`src/rtl/systolic_feed_ctrl_pkg.sv`:
```
// ============================================================================
// systolic_pkg
// Shared array geometry, controller state encoding and drain-length helper.
// Rev 1.0 - initial release
// ============================================================================
`default_nettype none

package systolic_pkg;

  localparam int SYS_N      = 4;
  localparam int SYS_D_W    = 8;
  localparam int SYS_ADDR_W = 8;
  localparam int SYS_K_W    = 8;

  typedef logic [2:0] state_t;

  localparam logic [2:0] ST_IDLE  = 3'd0;
  localparam logic [2:0] ST_CLEAR = 3'd1;
  localparam logic [2:0] ST_LOAD  = 3'd2;
  localparam logic [2:0] ST_DRAIN = 3'd3;
  localparam logic [2:0] ST_DONE  = 3'd4;

  // Zero vectors needed for the last operand to cross the skewed array.
  function automatic int drain_cycles(input int n);
    return 2 * n - 1;
  endfunction

endpackage

`default_nettype wire

```
`src/rtl/systolic_feed_ctrl_if.sv`:
```
// ============================================================================
// systolic_feed_ctrl_if
// Scheduler, operand-memory and skew-buffer signals of the feed controller.
// Rev 1.0 - initial release
// ============================================================================
`default_nettype none

interface systolic_feed_ctrl_if
  import systolic_pkg::*;
#(
  parameter int N      = SYS_N,
  parameter int D_W    = SYS_D_W,
  parameter int ADDR_W = SYS_ADDR_W,
  parameter int K_W    = SYS_K_W
);

  logic              start;
  logic              abort;
  logic [ADDR_W-1:0] base_addr;
  logic [K_W-1:0]    k_len;
  logic              rd_en;
  logic [ADDR_W-1:0] rd_addr;
  logic [N*D_W-1:0]  rd_data_a;
  logic [N*D_W-1:0]  rd_data_b;
  logic [N*D_W-1:0]  feed_a;
  logic [N*D_W-1:0]  feed_b;
  logic              feed_en;
  logic              acc_clear;
  logic              busy;
  logic              done;

  modport master (
    input  start, abort, base_addr, k_len, rd_data_a, rd_data_b,
    output rd_en, rd_addr, feed_a, feed_b, feed_en, acc_clear, busy, done
  );

  modport slave (
    output start, abort, base_addr, k_len, rd_data_a, rd_data_b,
    input  rd_en, rd_addr, feed_a, feed_b, feed_en, acc_clear, busy, done
  );

endinterface

`default_nettype wire

```
`src/rtl/systolic_feed_ctrl_feed_counter.sv`:
```
// ============================================================================
// feed_counter
// Loadable down-counter that saturates at zero and flags the zero count.
// Rev 1.0 - initial release
// ============================================================================
`default_nettype none

module feed_counter #(
  parameter int W = 8
) (
  input  logic         clk,
  input  logic         rst,
  input  logic         i_load,
  input  logic [W-1:0] i_load_val,
  input  logic         i_dec,
  output logic         o_zero
);

  logic [W-1:0] r_count;

  always_ff @(posedge clk or posedge rst) begin
    if (rst) begin
      r_count <= '0;
    end else if (i_load) begin
      r_count <= i_load_val;
    end else if (i_dec && (r_count != '0)) begin
      r_count <= r_count - W'(1);
    end
  end

  assign o_zero = (r_count == '0);

endmodule

`default_nettype wire

```
`src/rtl/systolic_feed_ctrl.sv`:
```
// ============================================================================
// systolic_feed_ctrl
// Clears the PE grid, streams k operand rows into the skew buffers, then drains.
// Rev 1.0 - initial release
// ============================================================================
`default_nettype none

module systolic_feed_ctrl
  import systolic_pkg::*;
#(
  parameter int N      = SYS_N,
  parameter int D_W    = SYS_D_W,
  parameter int ADDR_W = SYS_ADDR_W,
  parameter int K_W    = SYS_K_W
) (
  input  logic                 clk,
  input  logic                 reset,
  systolic_feed_ctrl_if.master bus
);

  localparam int C_ROW_W = N * D_W;
  localparam int C_DRAIN = drain_cycles(N);
  localparam int C_CNT_W = $clog2(C_DRAIN + 1);

  state_t            r_state;
  state_t            w_next;
  logic [ADDR_W-1:0] r_base;
  logic [K_W-1:0]    r_k;
  logic [ADDR_W-1:0] r_rd_addr;
  logic              r_rd_en;
  logic              r_rd_en_d;
  logic              r_feed_en;
  logic              r_acc_clear;
  logic              r_busy;
  logic              r_done;
  logic              w_load_zero;
  logic              w_drain_zero;

  // Load counter holds reads remaining after the current one.
  feed_counter #(.W(K_W)) u_load_cnt (
    .clk        (clk),
    .rst        (reset),
    .i_load     (r_state == ST_CLEAR),
    .i_load_val (r_k - K_W'(1)),
    .i_dec      (r_state == ST_LOAD),
    .o_zero     (w_load_zero)
  );

  // DRAIN spans one settle cycle for the last read return plus C_DRAIN zero cycles.
  feed_counter #(.W(C_CNT_W)) u_drain_cnt (
    .clk        (clk),
    .rst        (reset),
    .i_load     (r_state == ST_LOAD),
    .i_load_val (C_CNT_W'(C_DRAIN)),
    .i_dec      (r_state == ST_DRAIN),
    .o_zero     (w_drain_zero)
  );

  always_comb begin
    w_next = r_state;
    case (r_state)
      ST_IDLE:  if (bus.start && !bus.abort) w_next = ST_CLEAR;
      ST_CLEAR: w_next = (r_k == '0) ? ST_DONE : ST_LOAD;
      ST_LOAD:  if (w_load_zero) w_next = ST_DRAIN;
      ST_DRAIN: if (w_drain_zero) w_next = ST_DONE;
      ST_DONE:  w_next = ST_IDLE;
      default:  w_next = ST_IDLE;
    endcase
    if ((r_state != ST_IDLE) && bus.abort) begin
      w_next = ST_IDLE;
    end
  end

  // Outputs are registered from the next-state decode so they track r_state.
  always_ff @(posedge clk or posedge reset) begin
    if (reset) begin
      r_state     <= ST_IDLE;
      r_base      <= '0;
      r_k         <= '0;
      r_rd_addr   <= '0;
      r_rd_en     <= 1'b0;
      r_rd_en_d   <= 1'b0;
      r_feed_en   <= 1'b0;
      r_acc_clear <= 1'b0;
      r_busy      <= 1'b0;
      r_done      <= 1'b0;
    end else begin
      r_state <= w_next;
      if ((r_state == ST_IDLE) && (w_next == ST_CLEAR)) begin
        r_base <= bus.base_addr;
        r_k    <= bus.k_len;
      end
      if (w_next == ST_LOAD) begin
        r_rd_addr <= (r_state == ST_LOAD) ? r_rd_addr + ADDR_W'(1) : r_base;
      end
      r_rd_en     <= (w_next == ST_LOAD);
      r_rd_en_d   <= r_rd_en && (w_next != ST_IDLE);
      r_feed_en   <= (r_rd_en && (w_next != ST_IDLE)) ||
                     ((r_state == ST_DRAIN) && (w_next == ST_DRAIN));
      r_acc_clear <= (w_next == ST_CLEAR);
      r_busy      <= (w_next != ST_IDLE);
      r_done      <= (w_next == ST_DONE);
    end
  end

  assign bus.rd_en     = r_rd_en;
  assign bus.rd_addr   = r_rd_addr;
  assign bus.feed_en   = r_feed_en;
  assign bus.acc_clear = r_acc_clear;
  assign bus.busy      = r_busy;
  assign bus.done      = r_done;
  assign bus.feed_a    = r_rd_en_d ? bus.rd_data_a : {C_ROW_W{1'b0}};
  assign bus.feed_b    = r_rd_en_d ? bus.rd_data_b : {C_ROW_W{1'b0}};

endmodule

`default_nettype wire

```
`src/flat_wrapper.sv`:
```
// flat-port wrapper written by rule: the top's interface ports become plain ports
module systolic_feed_ctrl_flat import systolic_pkg::*;
#(
  parameter int N      = SYS_N,
  parameter int D_W    = SYS_D_W,
  parameter int ADDR_W = SYS_ADDR_W,
  parameter int K_W    = SYS_K_W
)
  (clk, reset, bus_start, bus_abort, bus_base_addr, bus_k_len, bus_rd_data_a, bus_rd_data_b, bus_rd_en, bus_rd_addr, bus_feed_a, bus_feed_b, bus_feed_en, bus_acc_clear, bus_busy, bus_done);
  systolic_feed_ctrl_if #(.N(N), .D_W(D_W), .ADDR_W(ADDR_W), .K_W(K_W)) bus_i ();
  input  logic clk;
  input  logic reset;
  input wire logic [$bits(bus_i.start)-1:0] bus_start;
  input wire logic [$bits(bus_i.abort)-1:0] bus_abort;
  input wire logic [$bits(bus_i.base_addr)-1:0] bus_base_addr;
  input wire logic [$bits(bus_i.k_len)-1:0] bus_k_len;
  input wire logic [$bits(bus_i.rd_data_a)-1:0] bus_rd_data_a;
  input wire logic [$bits(bus_i.rd_data_b)-1:0] bus_rd_data_b;
  output wire logic [$bits(bus_i.rd_en)-1:0] bus_rd_en;
  output wire logic [$bits(bus_i.rd_addr)-1:0] bus_rd_addr;
  output wire logic [$bits(bus_i.feed_a)-1:0] bus_feed_a;
  output wire logic [$bits(bus_i.feed_b)-1:0] bus_feed_b;
  output wire logic [$bits(bus_i.feed_en)-1:0] bus_feed_en;
  output wire logic [$bits(bus_i.acc_clear)-1:0] bus_acc_clear;
  output wire logic [$bits(bus_i.busy)-1:0] bus_busy;
  output wire logic [$bits(bus_i.done)-1:0] bus_done;
  assign bus_i.start = bus_start;
  assign bus_i.abort = bus_abort;
  assign bus_i.base_addr = bus_base_addr;
  assign bus_i.k_len = bus_k_len;
  assign bus_i.rd_data_a = bus_rd_data_a;
  assign bus_i.rd_data_b = bus_rd_data_b;
  assign bus_rd_en = bus_i.rd_en;
  assign bus_rd_addr = bus_i.rd_addr;
  assign bus_feed_a = bus_i.feed_a;
  assign bus_feed_b = bus_i.feed_b;
  assign bus_feed_en = bus_i.feed_en;
  assign bus_acc_clear = bus_i.acc_clear;
  assign bus_busy = bus_i.busy;
  assign bus_done = bus_i.done;
  systolic_feed_ctrl #(.N(N), .D_W(D_W), .ADDR_W(ADDR_W), .K_W(K_W)) u_core (.clk(clk), .reset(reset), .bus(bus_i));
endmodule
```
`config.mk`:
```
export PLATFORM = sky130hd
export DESIGN_NAME = systolic_feed_ctrl_flat
export DESIGN_NICKNAME = d
export VERILOG_FILES = /design/src/rtl/systolic_feed_ctrl_pkg.sv /design/src/rtl/systolic_feed_ctrl_if.sv /design/src/rtl/systolic_feed_ctrl_feed_counter.sv /design/src/rtl/systolic_feed_ctrl.sv /design/src/flat_wrapper.sv
export SDC_FILE = /design/constraint.sdc
export NUM_CORES = 1
export LEC_CHECK = 0
export ABC_AREA = 1
export BUFFER_PORTS_ARGS = -buffer_cell sky130_fd_sc_hd__clkbuf_2
export CAP_MARGIN = 40
export CORE_MARGIN = 2
export CORE_UTILIZATION = 30
export DETAILED_ROUTE_END_ITERATION = 8
export GPL_TIMING_DRIVEN = 0
export HOLD_SLACK_MARGIN = 0.06
export PLACE_DENSITY = 0.68
export SYNTH_ARGS = -nofsm -noshare
export SYNTH_HDL_FRONTEND = slang
export SYNTH_SLANG_ARGS = --single-unit
```
`constraint.sdc`:
```
create_clock -name clk -period 2.84 [get_ports clk]
set_clock_uncertainty 0.15 [all_clocks]
set_input_delay 0.568 -clock clk [delete_from_list [all_inputs] [get_ports clk]]
set_output_delay 0.568 -clock clk [all_outputs]
set_load 0.05 [all_outputs]
```
==> reports/qor.yml <==
worst_setup_path:
  worstSetupPathType: "reg -> out"
  cp.required_ns: 2.12
  critical_path.slowest_cell: "clkbuf_1"
  path_max_fanout: 10
  crit_arrival_ns: 1.85
  cp-end-kind: "primary output"
  cp-start-kind: "flop"
  slowest_delay_ns: 0.35
  cp_cell_sequence: "clkbuf_1, buf_1, nand2_1, inv_1, clkbuf_2"
synth:
  ys_seq_area_share_pct: 39.52
  synth.largest_area_cell: "dfrtp_1"
  yosys_register_bits: 44
  syn_area_per_cell_um2: 6.391
  synth_top_cell_area_share_pct: 39.52
  synth.distinct_cells: 27
  synthesis.area_um2: 2786
  syn_nets: 524
  yosysWarnings: 0
  synth_area_leaders: "dfrtp_1 (40%), nand2_1 (25%), inv_1 (13%)"
  syn_inst: 436
floorplanning:
  top_level_ports: 161
  die_h_um: 100.4
  die_area_um2: 10080
  initial_core_util_pct: 30.59
  core_area_um2: 9109
  die_x_um: 100.4
  fp-row-count: 35
cts:
  cts_hold_buf: 1
  cts_tree: "built"
  cts_setup_buffers: 0
  cts.sinks: 44
  cts_resized: 0
  numCtsBuffers: 5
  ctsRootBufferMaster: "clkbuf_8"
  clock_path_buffers: 2
  clk-insertion-delay-late_ns: 0.30
  h-tree-depth: 2
  clkTransAtPathRegs_ns: 0.08
pwr:
  p_switching_w: 0.002261
  leakagePower_nw: 2.716
  powerDensity_nw_per_um2: 1035
  peakVddDrop_mv: 0.3052
  pwr-share-seq_pct: 27.2
  switching_share_pct: 56.88
  power_frac_comb_pct: 63.2
  p_int_w: 0.001714
  p_clk_share_pct: 9.6
drt:
  drtIter0Drc: 111
  wirelength_um: 9559
  vias: 3181
  first_pass_iters: 5
  ant_nets: 0
  post_drt_via_cell_ratio: 4.437
  drt-wirelength-per-cell_um: 13.33
  drc: 0
grt:
  grt_pass1_vias: 2970
  grt_overflow_total: 0
  grt_max_degree: 34
  grt_use_total_pct: 18.20
  grt_pass1_wl_um: 14230
  antenna_found_initial: 1
finish:
  final_cell_mix: "nand2_1 (187), clkbuf_2 (160), inv_1 (98)"
  design_area_um2: 3840
  final_common_cell: "nand2_1"
  drive_above_1_share_pct: 31.24
  nNetsFinal: 693
  syn2layout_area_growth_pct: 37.81
sta:
  grt_setup_unrepaired: "no"
  worst_pin_slew_ns: 0.4310
  finalCritPeriodShare_pct: 90.50
  maxSlewViolCount: 0
  period_minus_slack_ns: 2.570
  relSlewSlack_pct: 71.27
  tns_ns: 0
  setup_viol: 0
  hold_viol_final: 0
  fmaxAchievable_mhz: 389.1
run:
  maxCapViolations: 0
status:
  outcome: "completed"
hold_path:
  hold_path.class: "in -> reg"
place:
  numPortBuffers: 160
  placed_cell_area_um2: 3746
  gp_congestion: 0.9688
  hpwl_um: 8281
## final timing paths
check / startpoint / slack (ns) / cells after the start / end
max: u_core.r_rd_en_d$_DFF_PP0_ / 0.27 / 5 / bus_feed_b[28]
min: bus_k_len[5] / 0.31 / 3 / u_core.r_k[5]$_DFFE_PP0P_
max reg2reg: u_core.u_drain_cnt.r_count[0]$_DFFE_PP0P_ / 0.72 / 11 / u_core.bus.rd_addr[3]$_DFFE_PP0P_
min reg2reg: u_core.r_base[6]$_DFFE_PP0P_ / 0.33 / 2 / u_core.r_base[6]$_DFFE_PP0P_
max in group asynchronous: reset / 1.50 / 4 / u_core.r_base[7]$_DFFE_PP0P_
min in group asynchronous: reset / 0.59 / 3 / u_core.u_load_cnt.r_count[1]$_DFFE_PP0P_
## kinds of logic (layout without fill, tap and decap cells)
| group | after synthesis | in the layout | share of synthesized area [%] |
|---|---|---|---|
| adders and majority gates | 4 | 4 | 1.796 |
| DFF | 44 | 44 | 39.52 |
| other | 0 | 1 | 0 |
| and+or+nand+nor | 244 | 244 | 37.04 |
| AOI/OAI and AO/OA | 28 | 28 | 5.344 |
| buffers and inverters | 116 | 285 | 16.30 |
## flip-flops by register name (all words and copies together) (netlist names)
register	cells
u_core.bus.busy	1
u_core.bus.feed_en	1
u_core.r_base	8
u_core.r_state	3
u_core.u_drain_cnt.r_count	3
u_core.r_rd_en_d	1
u_core.bus.rd_en	1
u_core.r_k	8
u_core.bus.rd_addr	8
u_core.u_load_cnt.r_count	8
u_core.bus.done	1
u_core.bus.acc_clear	1
## power by group through the flow
stage / registers (W) / logic (W) / clock network [W]
floorplan: 0.00127 / 0.00171 / 0
global placement: 0.00108 / 0.00249 / 0
detailed placement: 0.00109 / 0.00252 / 0
CTS: 0.00108 / 0.00253 / 0.000392
global route: 0.00111 / 0.00277 / 0.000421
finish: 0.00108 / 0.00251 / 0.000380
## layout make-up
cell class,instances,area (um^2)
fillers,972,5269
multi-input cells,276,1231
flip-flops and latches,44,1101
repair buffers,162,830.8
inverters,101,379.1
well taps,111,138.9
plain buffers,15,75.07
clock buffers,5,68.82
clock inverters,2,12.51
diodes,1,2.502
## critical path: cells and delay by family, from the launching register on
family                 cells  cell delay (ns)
buffers and inverters      4             1.06
DFF                        1             0.32
and+or+nand+nor            1             0.17
## per-layer routing
layer	vias up	share of wire (%)	wire (um)	global-route usage (%)
li1	1615	-	-	-
met1	1428	39	3722	20.53
met2	124	53	5033	34.49
met3	14	6.0	576	2.994
met4	0	2.4	226	6.112
met5	-	0	0	0
## Yosys cell counts
| library cell | instances |
|---|---|
| nand4_1 | 2 |
| o21ai_0 | 16 |
| o21ai_1 | 6 |
| ha_1 | 4 |
| a21oi_1 | 2 |
| nor3_2 | 1 |
| nor2_1 | 15 |
| clkbuf_1 | 7 |
| o21bai_1 | 1 |
| buf_6 | 2 |
| buf_1 | 3 |
| nand3_1 | 22 |
| nand2_1 | 187 |
| a22oi_1 | 2 |
| nand3b_1 | 3 |
| inv_1 | 99 |
| nor2_2 | 2 |
| buf_2 | 3 |
| inv_2 | 2 |
| dfrtp_1 | 44 |
| nand3_2 | 1 |
| nor3_1 | 2 |
| nand2_2 | 4 |
| nor2_4 | 2 |
| nor3_4 | 2 |
| or2_2 | 1 |
| a31oi_1 | 1 |
## stage by stage
| stage | power (W) | cells | setup slack (ns) | hold slack (ns) | util (%) |
|---|---|---|---|---|---|
| 2_1_floorplan | 0.002982 | 436 | 0.8995 | 0.2922 | - |
| 3_3_place_gp | 0.003570 | 707 | 0.4961 | 0.3089 | 40.91 |
| 3_5_place_dp | 0.003618 | 708 | 0.5899 | 0.3204 | 41.13 |
| 4_1_cts | 0.004005 | 716 | 0.2540 | 0.3131 | 42.13 |
| 5_1_grt | 0.004307 | 717 | 0.1453 | 0.3135 | 42.16 |
| 6_report | 0.003974 | 717 | 0.2697 | 0.3149 | 42.16 |
(Power assumes the default switching activity.)
